===== src/rtl/fft_bfly_sched.sv =====
// Butterfly scheduler for an in-place radix-2 DIT FFT.
// Walks stages s, groups g and in-group offsets k, and issues one
// {u, v, twiddle, stage} descriptor per handshake to the butterfly pipe.
// A stage barrier holds back stage s+1 until every stage-s writeback is in.
//
// Handshake (descriptor port): bfly_valid_o is a function of registered
// state only, so there is no combinational path from bfly_ready_i to
// bfly_valid_o. A transfer happens on a rising edge where bfly_valid_o and
// bfly_ready_i are both high. Once valid is raised, it and the payload hold
// until that transfer: the payload comes from counters that move only on a
// transfer, and valid can only fall when the outstanding count rises, which
// also happens only on a transfer. Abort and reset are the only exceptions.
module fft_bfly_sched #(
   parameter int unsigned FFT_SIZE = 16,
   parameter int unsigned MAX_OUT  = 4,
   localparam int unsigned ADDR_W  = $clog2(FFT_SIZE),
   localparam int unsigned STG_W   = $clog2(ADDR_W + 1),
   localparam int unsigned OUT_W   = $clog2(MAX_OUT + 1)
) (
   input  logic              clk_i,
   input  logic              rst_ni,
   input  logic              start_i,
   input  logic              abort_i,
   output logic              bfly_valid_o,
   input  logic              bfly_ready_i,
   output logic [ADDR_W-1:0] u_addr_o,
   output logic [ADDR_W-1:0] v_addr_o,
   output logic [ADDR_W-1:0] tw_addr_o,
   output logic [STG_W-1:0]  stage_o,
   input  logic              wb_done_i,
   output logic              busy_o,
   output logic              done_o,
   output logic              err_o
);

   localparam logic [1:0] ST_IDLE  = 2'd0;
   localparam logic [1:0] ST_ISSUE = 2'd1;
   localparam logic [1:0] ST_DRAIN = 2'd2;
   localparam logic [1:0] ST_DONE  = 2'd3;

   localparam logic [STG_W-1:0]  LAST_S    = STG_W'(ADDR_W - 1);
   localparam logic [OUT_W-1:0]  MAX_OUT_W = OUT_W'(MAX_OUT);
   localparam logic [ADDR_W:0]   N_W       = (ADDR_W + 1)'(FFT_SIZE);
   localparam logic [ADDR_W:0]   ONE_W     = (ADDR_W + 1)'(1);

   logic [1:0]        state_q, state_d;
   logic [STG_W-1:0]  s_q, s_d;
   logic [ADDR_W-1:0] g_q, g_d;
   logic [ADDR_W-1:0] k_q, k_d;
   logic [OUT_W-1:0]  out_q, out_d;
   logic              err_q;

   logic              accept;
   logic              stray_wb;
   logic              last_k;
   logic              last_g;
   logic [ADDR_W:0]   half_w;
   logic [ADDR_W:0]   grp_w;
   logic [STG_W-1:0]  tw_sh;
   logic [ADDR_W-1:0] u_w;
   logic              in_issue;

   // Stage geometry: butterfly span and number of groups in the current stage.
   always_comb begin
      half_w = ONE_W << s_q;
      grp_w  = (N_W >> s_q) >> 1;
      last_k = (({1'b0, k_q} + ONE_W) == half_w);
      last_g = (({1'b0, g_q} + ONE_W) == grp_w);
      tw_sh  = LAST_S - s_q;
      u_w    = ((g_q << s_q) << 1) + k_q;
   end

   // Descriptor outputs and status; payload reads zero outside ISSUE.
   always_comb begin
      in_issue     = (state_q == ST_ISSUE);
      bfly_valid_o = in_issue && (out_q < MAX_OUT_W);
      u_addr_o     = in_issue ? u_w : '0;
      v_addr_o     = in_issue ? (u_w + half_w[ADDR_W-1:0]) : '0;
      tw_addr_o    = in_issue ? (k_q << tw_sh) : '0;
      stage_o      = s_q;
      busy_o       = (state_q != ST_IDLE);
      done_o       = (state_q == ST_DONE);
      err_o        = err_q;
   end

   assign accept   = bfly_valid_o && bfly_ready_i;
   assign stray_wb = wb_done_i && (out_q == '0) && !accept;

   // Next-state logic: outstanding tracking, index walk and stage barrier.
   always_comb begin
      state_d = state_q;
      s_d     = s_q;
      g_d     = g_q;
      k_d     = k_q;
      out_d   = out_q;

      if (accept && !wb_done_i) begin
         out_d = out_q + OUT_W'(1);
      end else if (!accept && wb_done_i && (out_q != '0)) begin
         out_d = out_q - OUT_W'(1);
      end

      case (state_q)
         ST_IDLE: begin
            if (start_i) begin
               state_d = ST_ISSUE;
               s_d     = '0;
               g_d     = '0;
               k_d     = '0;
            end
         end
         ST_ISSUE: begin
            if (accept) begin
               if (last_k) begin
                  k_d = '0;
                  if (last_g) begin
                     g_d     = '0;
                     state_d = ST_DRAIN;
                  end else begin
                     g_d = g_q + ADDR_W'(1);
                  end
               end else begin
                  k_d = k_q + ADDR_W'(1);
               end
            end
         end
         ST_DRAIN: begin
            // Looking at the next count lets the following stage start the
            // cycle right after the last writeback lands.
            if (out_d == '0) begin
               if (s_q == LAST_S) begin
                  state_d = ST_DONE;
               end else begin
                  s_d     = s_q + STG_W'(1);
                  state_d = ST_ISSUE;
               end
            end
         end
         ST_DONE: begin
            state_d = ST_IDLE;
            s_d     = '0;
         end
         default: begin
            state_d = ST_IDLE;
         end
      endcase

      if (abort_i) begin
         state_d = ST_IDLE;
         s_d     = '0;
         g_d     = '0;
         k_d     = '0;
         out_d   = '0;
      end
   end

   // State and counter registers.
   always_ff @(posedge clk_i or negedge rst_ni) begin
      if (!rst_ni) begin
         state_q <= ST_IDLE;
         s_q     <= '0;
         g_q     <= '0;
         k_q     <= '0;
         out_q   <= '0;
      end else begin
         state_q <= state_d;
         s_q     <= s_d;
         g_q     <= g_d;
         k_q     <= k_d;
         out_q   <= out_d;
      end
   end

   // Sticky writeback-without-issue error, cleared when a new run starts.
   always_ff @(posedge clk_i or negedge rst_ni) begin
      if (!rst_ni) begin
         err_q <= 1'b0;
      end else if (stray_wb) begin
         err_q <= 1'b1;
      end else if ((state_q == ST_IDLE) && start_i && !abort_i) begin
         err_q <= 1'b0;
      end
   end

endmodule


===== config.mk =====
export PLATFORM = sky130hd
export DESIGN_NAME = fft_bfly_sched
export DESIGN_NICKNAME = d
export VERILOG_FILES = /design/src/rtl/fft_bfly_sched.sv
export SDC_FILE = /design/constraint.sdc
export NUM_CORES = 1
export LEC_CHECK = 0
export BUFFER_PORTS_ARGS = -buffer_cell sky130_fd_sc_hd__clkbuf_2
export CAP_MARGIN = 10
export CELL_PAD_IN_SITES_DETAIL_PLACEMENT = 0
export CELL_PAD_IN_SITES_GLOBAL_PLACEMENT = 1
export CORE_MARGIN = 2
export CORE_UTILIZATION = 45
export CTS_BUF_LIST = sky130_fd_sc_hd__clkbuf_4 sky130_fd_sc_hd__clkbuf_8
export CTS_CLUSTER_DIAMETER = 40
export DETAILED_ROUTE_END_ITERATION = 8
export GPL_TIMING_DRIVEN = 0
export PLACE_DENSITY_LB_ADDON = 0.1
export RECOVER_POWER = 25
export SYNTH_ARGS = -nofsm -noshare
export SYNTH_HDL_FRONTEND = slang
export SYNTH_SLANG_ARGS = --single-unit

===== constraint.sdc =====
create_clock -name clk_i -period 3.9 [get_ports clk_i]
set_input_delay 0.78 -clock clk_i [delete_from_list [all_inputs] [get_ports clk_i]]
set_output_delay 0.78 -clock clk_i [all_outputs]
set_load 0.02 [all_outputs]

==> impl_metrics.env <==
export IMPL_clock_sink_count=17
export IMPL_synthFlopType="dfrtp_1"
export IMPL_relSlewSlack_pct=35.5
export IMPL_cp_end_kind="output port"
export IMPL_cp_arrival_ps=3000
export IMPL_critPathCapture="v_addr_o[3]"
export IMPL_critPathKind="flop to output port"
export IMPL_antenna_found_initial=0
export IMPL_status="complete, no violations"
export IMPL_ys_seq_elements=17
export IMPL_max_freq_ghz=0.265
export IMPL_netSwitchingFraction_pct=34.9
export IMPL_ys_seq_area_share_pct=24.0
export IMPL_finalCritPeriodShare_pct=96.8
export IMPL_power_total_uw=521
export IMPL_cts_buffers=3
export IMPL_stdcell_count=282
export IMPL_met2WireLength_mm=2.04
export IMPL_vias=1594
export IMPL_synth_area_per_cell_sq_um=8.60
export IMPL_synth_top_family_by_area="simple AND/OR/NAND/NOR gates"
export IMPL_clkTransAtPathRegs_ps=70
export IMPL_place_hpwl_mm=3.40
export IMPL_cts_max_level=1
export IMPL_async_reset_ff_share_pct=100
export IMPL_wl_per_cell_microns=15.4
export IMPL_critPathSlowestCell="fa_1"
export IMPL_m1WireLength_mm=2.07
export IMPL_antenna_cells=0
export IMPL_worst_pin_slew_ps=968
export IMPL_cts_buffer_depth=2
export IMPL_syn2layout_area_growth_pct=14.3
export IMPL_r2r_end="state_q[0]$_DFFE_PN0P_"
export IMPL_rrSetupSlack_ps=990
export IMPL_hold_viol=0
export IMPL_p_comb_share_pct=33.8
export IMPL_post_cts_setup_buffer_count=0
export IMPL_critPathBufInv=4
export IMPL_synthAdderAreaFrac_pct=12.1
export IMPL_fp_dieW_microns=66.7
export IMPL_placementRows=22
export IMPL_synth_nets=228
export IMPL_grt_pass1_vias=1546
export IMPL_total_leakage_power_nw=0.936
export IMPL_coreArea_sq_um=3720
export IMPL_grt_max_degree=18
export IMPL_worstPathRequired_ps=3120
export IMPL_syn_inst=206
export IMPL_worstSetupStartpointType="flop"
export IMPL_worst_path_max_fanout=10
export IMPL_wl_mm=4.35
export IMPL_synth_edf_count=0
export IMPL_crit_start="stage_o[0]$_DFFE_PN0P_"
export IMPL_dr_first_iter_drc_count=68
export IMPL_clock_power_share_pct=27.4
export IMPL_dr_pass1_iters=4
export IMPL_p_switching_uw=182
export IMPL_cellPowerDensity_nw_per_um2=257
export IMPL_ant_nets=0
export IMPL_min_period_ps=3780
export IMPL_initial_core_util_pct=47.7
export IMPL_grt_usage_pct=22.0
export IMPL_top_level_ports=25
export IMPL_crit_family="adder cells"
export IMPL_seqPwrFrac_pct=38.8
export IMPL_cap_violations=0
export IMPL_num_nets_final=257
export IMPL_io_buffers=24
export IMPL_drc=0
export IMPL_ir_drop_uv=262
export IMPL_yosys_warnings=0
export IMPL_min_delay_path_depth=1
export IMPL_cts_root_buf="clkbuf_8"
export IMPL_synth_xor_area_share_pct=6.29
export IMPL_p_int_uw=339
export IMPL_r2r_cells=11
export IMPL_finalInstanceArea_sq_um=2030
export IMPL_finalSetupViolCount=0
export IMPL_cp_slowest_stage_delay_ps=500
export IMPL_routed_top_layer="met4"
export IMPL_grt_pass1_wl_mm=7.34
export IMPL_met3_length_microns=198
export IMPL_worstReg2RegStart="stage_o[1]$_DFFE_PN0P_"
export IMPL_cts_tree="yes"
export IMPL_via_per_inst=5.65
export IMPL_cp_depth=12
export IMPL_whs_ps=516
export IMPL_gr_total_overflow=0
export IMPL_place_congestion=0.919
export IMPL_fp_dieArea_sq_um=4450
export IMPL_synth_compound_area_share_pct=16.0
export IMPL_die_y_microns=66.7
export IMPL_holdBufCountCts=0
export IMPL_synth_simple_area_share_pct=29.9
export IMPL_syn_area_sq_um=1770
export IMPL_slew_violations=0
export IMPL_crit_chain="buf_4 > nor4b_4 > ha_1 > inv_1 > fa_1 > inv_1 > ha_1 > a21oi_2 > xor2_1 > xnor2_1 > nor2_1 > buf_2"
export IMPL_muxShareOfSynthArea_pct=5.86
export IMPL_clk_latency_ps=260
export IMPL_synth_cell_type_count=65
export IMPL_hp_class="flop to flop"
export IMPL_layout_drive_gt1_share_pct=20.5
export IMPL_dpl_cell_area_sq_um=1950
export IMPL_place_inst=278
export IMPL_finClkSkew_ps=4.83
worst min-delay path by stage:
stage,start,to,slack [ps]
2_1_floorplan,rst_ni,err_o$_DFFE_PN0P_,480
3_3_place_gp,err_o$_DFFE_PN0P_,err_o$_DFFE_PN0P_,490
3_5_place_dp,err_o$_DFFE_PN0P_,err_o$_DFFE_PN0P_,500
4_1_cts,rst_ni,k_q[2]$_DFFE_PN0P_,460
5_1_grt,err_o$_DFFE_PN0P_,err_o$_DFFE_PN0P_,550
6_report,err_o$_DFFE_PN0P_,err_o$_DFFE_PN0P_,520
state kept, by name, summed over array words and instances (netlist names):
signal and count:
err_o 1, g_q 4, k_q 4, out_q 3
stage_o 3, state_q 2
power groups by stage:
stage / clock network (mW) / logic (mW) / registers [mW]
after floorplan: 0 / 0.126 / 0.206
after CTS: 0.145 / 0.174 / 0.202
after detailed placement: 0 / 0.172 / 0.205
final: 0.143 / 0.176 / 0.202
after global placement: 0 / 0.169 / 0.205
after global routing: 0.156 / 0.195 / 0.205
cell type report:
type	instances	area, sq um
Buffer	12	67.6
Inverter	11	41.3
Clock buffer	4	48.8
Multi-Input combinational cell	166	1260
Fill cell	350	1690
Tap cell	48	60.1
Timing Repair Buffer	24	119
Sequential cell	17	428
cells in the final DEF, fill, tap and decap left out, types with 6 or more instances in the layout:
| cell | count |
|---|---|
| clkbuf_2 | 22 |
| nand2_1 | 21 |
| nor2_1 | 17 |
| dfrtp_1 | 15 |
| ha_1 | 14 |
| inv_1 | 10 |
| nor2b_1 | 7 |
| xnor2_1 | 7 |
| mux2i_1 | 7 |
| nand3_1 | 6 |
| nor3_1 | 6 |
cells by family (layout without fill, tap and decap cells):
family,count (synthesis),count (layout)
AO/OA/AOI/OAI,35,35
flip-flops,17,17
buffers and inverters,23,51
adder cells (fa/ha/maj),16,16
XOR/XNOR,11,11
multiplexers,10,10
AND/OR/NAND/NOR,94,94
per-stage QoR:
step	setup slack (ps)	util [%]	setup TNS [ps]
final	123	54.5	0
after CTS	18.5	54.0	0
after floorplan	358	-	0
after global routing	-2.44	54.5	-2.44
after global placement	224	52.5	0
after detailed placement	191	52.5	0
per-layer routing:
layer	up-vias	GRT usage, %
li1	795	-
met3	4	3.55
met4	0	7.14
met5	-	0
met1	757	29.4
met2	38	36.3
repair_timing:
action                     CTS  global route
setup endpoints to repair    1             1
cloned                       0             0
gates resized for setup      2            11
Yosys cell counts (all sizes together) (5+ instances only):
cell type	count	area (sq um)
buf	6	40.0
ha	14	175
nand3	6	30.0
o21ai	5	25.0
nor2	17	63.8
and2	5	31.3
mux2i	7	70.1
inv	10	37.5
nor3	7	40.0
clkbuf	6	22.5
nor2b	7	43.8
dfrtp	17	425
xnor2	7	61.3
nand2	21	78.8
(Power assumes the default switching activity.)
